<file path="config.mk">
export PLATFORM = sky130hd
export DESIGN_NAME = regfile_sb
export DESIGN_NICKNAME = d
export VERILOG_FILES = /design/src/rtl/core_pkg.sv /design/src/rtl/regfile_rdport.sv /design/src/rtl/regfile_sb.sv
export SDC_FILE = /design/constraint.sdc
export NUM_CORES = 2
export LEC_CHECK = 0
export BUFFER_PORTS_ARGS = -buffer_cell sky130_fd_sc_hd__buf_2
export CAP_MARGIN = 0
export CORE_MARGIN = 1
export CORE_UTILIZATION = 57
export CTS_CLUSTER_DIAMETER = 150
export DETAILED_ROUTE_END_ITERATION = 10
export GPL_ROUTABILITY_DRIVEN = 0
export GPL_TIMING_DRIVEN = 0
export HOLD_SLACK_MARGIN = 0.06
export MAX_ROUTING_LAYER = met4
export PLACE_DENSITY = 0.77
export SLEW_MARGIN = 30
export SYNTH_ARGS = -nofsm -noshare
export SYNTH_HDL_FRONTEND = slang
export SYNTH_HIERARCHICAL = 1
export SYNTH_SLANG_ARGS = --single-unit
</file>
<file path="constraint.sdc">
create_clock -name clk -period 3.29 [get_ports clk]
set_input_delay 0 -clock clk [delete_from_list [all_inputs] [get_ports clk]]
set_output_delay 0 -clock clk [all_outputs]
set_load 0.02 [all_outputs]
</file>
<file path="src/rtl/core_pkg.sv">
// Shared definitions for the integer register file slice.
//
// Holds the default geometry (data width, register count, address width,
// producer tag width), the enable-level constants used by the read ports,
// the all-zero data word written by the post-reset fill, and the fill
// sequencer state type.
package core_pkg;

    localparam int XLEN_DEF  = 32;
    localparam int NREG_DEF  = 32;
    localparam int AW_DEF    = $clog2(NREG_DEF);
    localparam int TAG_W_DEF = 4;

    localparam logic EN_ON  = 1'b1;
    localparam logic EN_OFF = 1'b0;

    localparam logic [XLEN_DEF-1:0] ZERO_WORD = '0;

    // INIT: zero-filling registers 1..NREG-1 after reset.
    // RUN : normal operation until the next reset.
    typedef enum logic {
        ST_INIT = 1'b0,
        ST_RUN  = 1'b1
    } fill_state_t;

endpackage

</file>
<file path="src/rtl/regfile_rdport.sv">
// One combinational read port of regfile_sb.
//
// Ports:
//   en     - register file is in RUN; when low the port outputs zero
//   re     - read enable for this port
//   raddr  - register to read
//   regs   - view of the whole data array
//   busy   - registered busy bits of the scoreboard
//   tags   - registered producer tags of the scoreboard
//   we, waddr, wdata, wtag - the commit port, used for the same-cycle
//            data bypass and the same-cycle busy clear
//   rdata  - read data (0 for register 0, disabled port or not ready)
//   rbusy  - register has an outstanding producer
//   rtag   - producer tag of the register
module regfile_rdport
    import core_pkg::*;
#(
    parameter int XLEN  = XLEN_DEF,
    parameter int NREG  = NREG_DEF,
    parameter int TAG_W = TAG_W_DEF,
    parameter int AW    = $clog2(NREG)
) (
    input  logic                        en,
    input  logic                        re,
    input  logic [AW-1:0]               raddr,
    input  logic [NREG-1:0][XLEN-1:0]   regs,
    input  logic [NREG-1:0]             busy,
    input  logic [NREG-1:0][TAG_W-1:0]  tags,
    input  logic                        we,
    input  logic [AW-1:0]               waddr,
    input  logic [XLEN-1:0]             wdata,
    input  logic [TAG_W-1:0]            wtag,
    output logic [XLEN-1:0]             rdata,
    output logic                        rbusy,
    output logic [TAG_W-1:0]            rtag
);

    logic hit;
    logic wr_match;

    assign hit      = (en == EN_ON) && (re == EN_ON) && (raddr != '0);
    assign wr_match = (we == EN_ON) && (waddr == raddr);

    // NOTE: every output gets a default before the conditional logic so that
    // no path leaves a value unassigned, which would infer a latch.
    always_comb begin
        rdata = '0;
        rbusy = 1'b0;
        rtag  = '0;
        if (hit) begin
            rdata = wr_match ? wdata : regs[raddr];
            rtag  = tags[raddr];
            // A commit whose tag matches the outstanding producer retires it
            // at the coming edge; show that retirement already this cycle.
            rbusy = busy[raddr] && !(wr_match && (tags[raddr] == wtag));
        end
    end

endmodule

</file>
<file path="src/rtl/regfile_sb.sv">
// Integer register file with rename scoreboard for the out-of-order issue
// stage.
//
// After reset a sequencer writes zero into registers 1..NREG-1, one per
// cycle, then raises ready. Register 0 is hard-wired to zero and is never
// written. The scoreboard keeps a busy bit and producer tag per register:
// issue claims a destination, commit retires it when the tags match, and
// flush clears every busy bit.
//
// Ports:
//   clk        - clock, rising edge
//   rst        - asynchronous active-low reset
//   ready      - high once the zero-fill is complete
//   flush      - clear all busy bits (drops a same-cycle claim)
//   re         - per-port read enable           [NRD]
//   raddr      - packed read addresses           [NRD*AW], port i at [i*AW +: AW]
//   rdata      - packed read data                [NRD*XLEN]
//   rbusy      - per-port busy flag              [NRD]
//   rtag       - packed producer tags            [NRD*TAG_W]
//   iss_valid, iss_rd, iss_tag - destination claim from issue
//   we, waddr, wdata, wtag     - architectural write from commit
module regfile_sb
    import core_pkg::*;
#(
    parameter  int XLEN  = XLEN_DEF,
    parameter  int NREG  = NREG_DEF,
    parameter  int NRD   = 2,
    parameter  int TAG_W = TAG_W_DEF,
    localparam int AW    = $clog2(NREG)
) (
    input  logic                  clk,
    input  logic                  rst,
    output logic                  ready,
    input  logic                  flush,
    input  logic [NRD-1:0]        re,
    input  logic [NRD*AW-1:0]     raddr,
    output logic [NRD*XLEN-1:0]   rdata,
    output logic [NRD-1:0]        rbusy,
    output logic [NRD*TAG_W-1:0]  rtag,
    input  logic                  iss_valid,
    input  logic [AW-1:0]         iss_rd,
    input  logic [TAG_W-1:0]      iss_tag,
    input  logic                  we,
    input  logic [AW-1:0]         waddr,
    input  logic [XLEN-1:0]       wdata,
    input  logic [TAG_W-1:0]      wtag
);

    localparam logic [AW-1:0] LAST_REG  = AW'(NREG - 1);
    localparam logic [AW-1:0] FIRST_REG = AW'(1);

    fill_state_t               state;
    fill_state_t               state_next;
    logic [AW-1:0]             cnt;
    logic [AW-1:0]             cnt_next;

    logic [NREG-1:0][XLEN-1:0]  regs;
    logic [NREG-1:0]            busy;
    logic [NREG-1:0][TAG_W-1:0] tags;

    logic                      run;
    logic                      commit;
    logic                      commit_clear;
    logic                      claim;
    logic                      arr_we;
    logic [AW-1:0]             arr_addr;
    logic [XLEN-1:0]           arr_data;

    assign run   = (state == ST_RUN);
    // state is a flop, so ready is a registered output.
    assign ready = run;

    assign commit       = run && we && (waddr != '0);
    assign commit_clear = commit && busy[waddr] && (tags[waddr] == wtag);
    assign claim        = run && iss_valid && (iss_rd != '0);

    // ------------------------------------------------------------------
    // Fill sequencer
    // ------------------------------------------------------------------
    // NOTE: sequential state is updated with non-blocking assignments so
    // every flop samples the values from before the edge.
    always_ff @(posedge clk or negedge rst) begin
        if (!rst) begin
            state <= ST_INIT;
            cnt   <= FIRST_REG;
        end else begin
            state <= state_next;
            cnt   <= cnt_next;
        end
    end

    always_comb begin
        state_next = state;
        cnt_next   = cnt;
        arr_we     = 1'b0;
        arr_addr   = waddr;
        arr_data   = wdata;
        case (state)
            ST_INIT: begin
                // The fill owns the write port; commits are ignored here.
                arr_we   = 1'b1;
                arr_addr = cnt;
                arr_data = XLEN'(ZERO_WORD);
                if (cnt == LAST_REG) begin
                    state_next = ST_RUN;
                end else begin
                    cnt_next = cnt + 1'b1;
                end
            end
            ST_RUN: begin
                arr_we = commit;
            end
            default: begin
                state_next = ST_INIT;
            end
        endcase
    end

    // ------------------------------------------------------------------
    // Data array
    // ------------------------------------------------------------------
    // NOTE: the data array deliberately has no reset; the fill sequencer
    // zeroes it instead, which keeps it mappable to plain storage.
    always_ff @(posedge clk) begin
        if (arr_we) begin
            regs[arr_addr] <= arr_data;
        end
    end

    // ------------------------------------------------------------------
    // Scoreboard
    // ------------------------------------------------------------------
    // Within a cycle the claim is written after the commit clear, so a
    // claim and a matching commit to the same register leave it busy with
    // the new tag.
    always_ff @(posedge clk or negedge rst) begin
        if (!rst) begin
            busy <= '0;
            tags <= '0;
        end else if (run) begin
            if (flush) begin
                busy <= '0;
            end else begin
                if (commit_clear) begin
                    busy[waddr] <= 1'b0;
                end
                if (claim) begin
                    busy[iss_rd] <= 1'b1;
                    tags[iss_rd] <= iss_tag;
                end
            end
        end
    end

    // ------------------------------------------------------------------
    // Read ports
    // ------------------------------------------------------------------
    for (genvar i = 0; i < NRD; i++) begin : g_rd
        regfile_rdport #(
            .XLEN  (XLEN),
            .NREG  (NREG),
            .TAG_W (TAG_W),
            .AW    (AW)
        ) u_rdport (
            .en    (run),
            .re    (re[i]),
            .raddr (raddr[i*AW +: AW]),
            .regs  (regs),
            .busy  (busy),
            .tags  (tags),
            .we    (we),
            .waddr (waddr),
            .wdata (wdata),
            .wtag  (wtag),
            .rdata (rdata[i*XLEN +: XLEN]),
            .rbusy (rbusy[i]),
            .rtag  (rtag[i*TAG_W +: TAG_W])
        );
    end

endmodule

</file>
# After elaboration in Yosys (flattened, before gate mapping)

Cells that the tools add are included.

Add/sub/neg operators: 1
$lt $le $gt $ge: 8
Equality and inequality tests: 6
Mux-type cells: 44
Bitwise logic cells: 6
Reductions and logical operators: 27

Operators with widths:

| kind                                                                          | number |
|---|---|
| 1024-bit bitwise mux                                                          | 1 |
| 32-bit two-way mux                                                            | 13 |
| 32-bit binary-select mux with 5-bit select                                    | 2 |
| 32-bit demux with 5-bit select                                                | 1 |
| 128-bit bitwise mux                                                           | 1 |
| 4-bit binary-select mux with 5-bit select                                     | 3 |
| 32-bit bitwise AND                                                            | 1 |
| 32-bit NOT                                                                    | 1 |
| 32-bit OR                                                                     | 1 |
| 5-bit by 6-bit less-than comparator with 1-bit output (second input constant) | 5 |
| 4-bit two-way mux                                                             | 6 |
| 4-bit demux with 5-bit select                                                 | 1 |
| 5-bit nonzero test                                                            | 4 |
| 1-bit logical AND                                                             | 19 |
| 1-bit binary-select mux with 5-bit select                                     | 3 |
| 5-bit by 1-bit >= comparator with 1-bit output (second input constant)        | 3 |
| 4-bit equality test                                                           | 3 |
| 1-bit demux with 5-bit select                                                 | 2 |
| 5-bit equality test                                                           | 2 |
| 1-bit two-way mux                                                             | 9 |
| 5-bit by 1-bit adder with 5-bit output (second input constant)                | 1 |
| 5-bit equality test (second input constant)                                   | 1 |
| 5-bit two-way mux                                                             | 1 |
| 1-bit NOT                                                                     | 3 |
| other kinds (4)                                                               | 5 |

Register bits: 1190
Output and inout port bits: 75
Logic and storage cells: 159

# Depth between registers and ports, before layout

Word-level depth: 12
Mapped depth: 12

# Cells and area by module

The synthesis kept the hierarchy.

By module, submodules not included:

| module         | times used | cells each | area an instance (um2) |
|---|---|---|---|
| regfile_sb     | 1          | 1811       | 39606.7 |
| regfile_rdport | 2          | 619        | 9750.6 |

# Worst setup path after synthesis

No wires, ideal clock.

Path type: reg-to-reg
Start: register state (netlist: ready)
End: register regs[576] (netlist bit), enable pin
Data arrival time: 2.995 ns
Data required time: 2.869 ns
Setup slack: -0.126 ns
Cell stages (with the launch flop): 6
Path buffers: 2
Period minus slack after synthesis: 3.416 ns
Cells stage by stage: dfrtp_1 clkbuf_1 buf_1 mux2i_1 nand2_1 nor2_1

Longest elaborated chain between the ends: 3

RTL lines:

| item                                 | line              | source |
|---|---|---|
| start: declaration                   | regfile_sb.sv:52  | `fill_state_t state;` |
| start signal: assignment             | regfile_sb.sv:87  | `state <= state_next;` |
| 1-bit logical AND (2 in a row)       | regfile_sb.sv:73  | `assign commit = run && we && (waddr != '0);` |
| 1-bit case mux with 2 select lines * | regfile_sb.sv:98  | `case (state)` |
| end signal: indexed assignment       | regfile_sb.sv:126 | `regs[arr_addr] <= arr_data;` |
| end: declaration                     | regfile_sb.sv:57  | `logic [NREG-1:0][XLEN-1:0] regs;` |

Every way passes the cells marked *; elsewhere a longest branch is shown, timed or not.
A chain may end at the register's enable or synchronous reset.

# Worst setup path in the final report

Start: input raddr[1]
End: output rdata[29]

Longest elaborated chain between the ends: 4

RTL lines:

| item                                                                              | line                                       | source |
|---|---|---|
| start: declaration                                                                | regfile_sb.sv:36                           | `input logic [NRD*AW-1:0] raddr,` |
| 32-bit binary-select mux with 5-bit select or 5-bit equality test (tied branches) | regfile_rdport.sv:51, regfile_rdport.sv:42 |  |
| 32-bit two-way mux (implied by the code) or 1-bit logical AND (tied branches)     | regfile_rdport.sv:51, regfile_rdport.sv:42 |  |
| 32-bit two-way mux                                                                | regfile_rdport.sv:51                       | `rdata = wr_match ? wdata : regs[raddr];` |
| 32-bit two-way mux *                                                              | regfile_rdport.sv:50                       | `if (hit) begin` |
| end: declaration                                                                  | regfile_sb.sv:37                           | `output logic [NRD*XLEN-1:0] rdata,` |

Every way passes the cells marked *; elsewhere a longest branch is shown, timed or not. The select of a mux whose other input is x is not followed.

==> impl_metrics.env <==
export IMPL_status="complete, but fails checks"
export IMPL_failed_checks="setup timing"
export IMPL_core_area_mm2=0.102
export IMPL_dr_pass1_iters=8
export IMPL_internal_power_uw=25900
export IMPL_netlist_top_cells_count="edfxtp_1 (1024), mux4_2 (720), dfrtp_1 (165), mux2i_1 (156), mux2_2 (129)"
export IMPL_finalHoldViolCount=0
export IMPL_period_needed_ns=3.62
export IMPL_slew_limit_headroom_pct=20.9
export IMPL_cts_buffers=119
export IMPL_ys_seq_area_share_pct=59.1
export IMPL_dp_cells=4622
export IMPL_nets=3543
export IMPL_final_cells=4965
export IMPL_ir_drop_mv=0.542
export IMPL_fmax_mhz=276
export IMPL_dieArea_mm2=0.105
export IMPL_worst_clock_skew_ns=0.0290
export IMPL_rsz0062_at_grt="yes"
export IMPL_synth_nets=3118
export IMPL_htree_levels=3
export IMPL_min_from="wdata[0]"
export IMPL_synthFlopType="edfxtp_1"
export IMPL_arrival_ns=3.62
export IMPL_hold_path_depth=2
export IMPL_synth_enable_flop_cells=1024
export IMPL_synth_most_common_cell="edfxtp_1"
export IMPL_synth_top_area_share_pct=52.0
export IMPL_drv_cap=0
export IMPL_cpMostUsedCell="buf_2"
export IMPL_die_x_um=324
export IMPL_dr_wl_met2_mm=94.3
export IMPL_critPathBufInv=5
export IMPL_end_kind="output pin"
export IMPL_critical_path_class="in2out"
export IMPL_synth_top_area_cell="edfxtp_1"
export IMPL_sw_frac_of_total_pct=24.9
export IMPL_reg2regPathDepth=8
export IMPL_clock_latency_ns=0.74
export IMPL_p_seq_share_pct=48.1
export IMPL_netlist_instances=3049
export IMPL_syn_area_mm2=0.0591
export IMPL_io_buffers=134
export IMPL_numClockSinks=1190
export IMPL_grt_max_degree=76
export IMPL_wirelength_mm=218
export IMPL_yosys_warnings=6
export IMPL_highest_layer="met4"
export IMPL_viasPerCell=8.12
export IMPL_cts_tree="yes"
export IMPL_wl_per_cell_um=43.9
export IMPL_critPathMaxStageDelay_ns=0.66
export IMPL_power_total_uw=34500
export IMPL_crit_fanout=10
export IMPL_first_iter_violations=7542
export IMPL_clk_transition_reported_paths_ns=0.07
export IMPL_r2r_end="busy[9]"
export IMPL_path_delay_family="buffers and inverters"
export IMPL_cp_cell_sequence="buf_2, buf_2, buf_2, nor2_1, nand3_1, nand3_2, clkbuf_1, a211oi_2, buf_2"
export IMPL_rrSetupSlack_ns=0.08
export IMPL_grt_usage_pct=43.3
export IMPL_fillCellCount=6220
export IMPL_async_flop_share_pct=13.9
export IMPL_rr_startpoint="tags[125]"
export IMPL_hp_class="in2reg"
export IMPL_synth_cell_type_count=67
export IMPL_grt_pass1_wl_mm=299
export IMPL_pwr_share_comb_pct=11.1
export IMPL_synthTopCellsByArea="edfxtp_1 (52%), mux4_2 (27%), dfrtp_1 (7.0%)"
export IMPL_start_kind="input port"
export IMPL_antenna_found_initial=13
export IMPL_ant_nets=0
export IMPL_layout_drive_gt1_share_pct=44.9
export IMPL_overflow=0
export IMPL_place_ws_ns=-0.391
export IMPL_final_max_slew_violation_count=0
export IMPL_rows=117
export IMPL_setup_ws_ns=-0.331
export IMPL_p_per_area_mw_per_mm2=500
export IMPL_cts_path_max_buffers=3
export IMPL_cp_required_ns=3.29
export IMPL_route_met3_wl_mm=38.3
export IMPL_io_pins=142
export IMPL_power_switching_uw=8610
export IMPL_drc_errors=0
export IMPL_fin_crit_sh_pct=110
export IMPL_die_h_um=324
export IMPL_dp_hpwl_mm=143
export IMPL_root_buffer="clkbuf_16"
export IMPL_setup_viol=42
export IMPL_area_growth_pct=16.9
export IMPL_hold_end="regs[64]"
export IMPL_syn_avg_cell_area_um2=19.4
export IMPL_grt_pass1_vias=39800
export IMPL_wl_met1_mm=66.0
export IMPL_critPathSlowestCell="a211oi_2"
export IMPL_tightestPinTransition_ns=1.18
export IMPL_vias=40300
export IMPL_p_leak_uw=0.0235
export IMPL_start_util_pct=57.8
export IMPL_synth_seq_cells=1190
export IMPL_clockPowerShare_pct=40.7
## worst max path at each step
stage / slack (ns) / cells past startpoint / end / from
detailed placement: -0.39 / 4 / regs[50] / ready
finish: -0.33 / 9 / rdata[29] / raddr[1]
global route: -0.09 / 9 / rdata[29] / raddr[1]
floorplan: -0.13 / 5 / regs[576] / ready
global placement: -2.93 / 4 / regs[945] / ready
CTS: -0.31 / 4 / rdata[62] / ready
## worst register-to-register path, cell delays in order, from the launching register on
cell and delay, ns:
dfrtp_1 0.46, mux2_2 0.31, a222oi_1 0.38, mux2i_1 0.17, or4_4 0.59, xor2_4 0.38
nor4_1 0.11, dlygate4sd3_1 0.59, o21ai_0 0.15
## registers in the layout (all words and copies together) (netlist names)
signal / flops
tags: 128
regs: 1024
ready: 1
cnt: 5
busy: 32
## power by group through the flow
stage / clock network, µW / logic (µW) / registers, µW
floorplan: 0 / 2130 / 16900
global placement: 0 / 3340 / 16900
detailed placement: 0 / 3520 / 16900
CTS: 14000 / 3610 / 16600
global route: 14600 / 3850 / 16600
finish: 14100 / 3840 / 16600
## repair_timing
action,4_1_cts,5_1_grt
hold buffers,46,5
setup endpoints to repair,1357,88
pin swaps,15,5
buffers inserted,36,12
endpoints found under the hold margin,892,134
gates resized for setup,61,63
## kinds of logic (layout without fill, tap and decap cells)
group / count (synthesis) / count (layout) / share of synthesized area [%]
mux: 1006 / 1006 / 32.6
fa+ha+maj: 2 / 2 / 0.0423
compound gates: 226 / 226 / 2.73
buf+inv: 270 / 796 / 2.31
flops: 1190 / 1190 / 59.1
xor+xnor: 20 / 20 / 0.309
other cells: 0 / 22 / 0
simple gates: 335 / 335 / 3.00
## cells in the final DEF, fill, tap and decap left out, types with 53 or more instances in the layout
master     Yosys  routed
a211oi_1      72      54
buf_16         0      61
buf_2         75     220
buf_4         38      77
clkbuf_1     110      77
clkbuf_16      0     121
dfrtp_1      165     164
edfxtp_1    1024    1024
mux2_2       129     129
mux2i_1      156     154
mux4_2       720     720
nand2_1       53      53
nor2_1       125      87
## stage by stage
step | instance area, µm² | hold WS [ns] | util, % | setup TNS [ns]
6_report | 69100 | 0.0729 | 67.5 | -5.21
5_1_grt | 69100 | 0.0707 | 67.5 | -0.253
4_1_cts | 68600 | 0.0642 | 67.1 | -3.32
3_5_place_dp | 63700 | -0.149 | 62.2 | -324.98
3_3_place_gp | 61500 | 0.289 | 60.1 | -2444.12
2_1_floorplan | 59100 | -0.296 | - | -51.91
## final cells by class
| class | instances | area, µm² | area share (%) |
|---|---|---|---|
| tap | 1368 | 1710 | 2.48 |
| inverter | 13 | 48.8 | 0.0706 |
| multi-input combinational | 1589 | 23400 | 33.8 |
| clock buffer | 141 | 3140 | 4.55 |
| sequential | 1190 | 34900 | 50.5 |
| timing repair buffer | 304 | 3560 | 5.16 |
| buffer | 257 | 1430 | 2.06 |
| antenna | 22 | 55.1 | 0.0797 |
| clock inverter | 81 | 873 | 1.26 |
## routing by layer
layer	up-vias	global-route usage (%)
li1	14000	-
met1	20200	51.2
met2	4739	60.4
met3	1311	17.9
met4	0	29.8
met5	-	-
(Power assumes the default switching activity.)
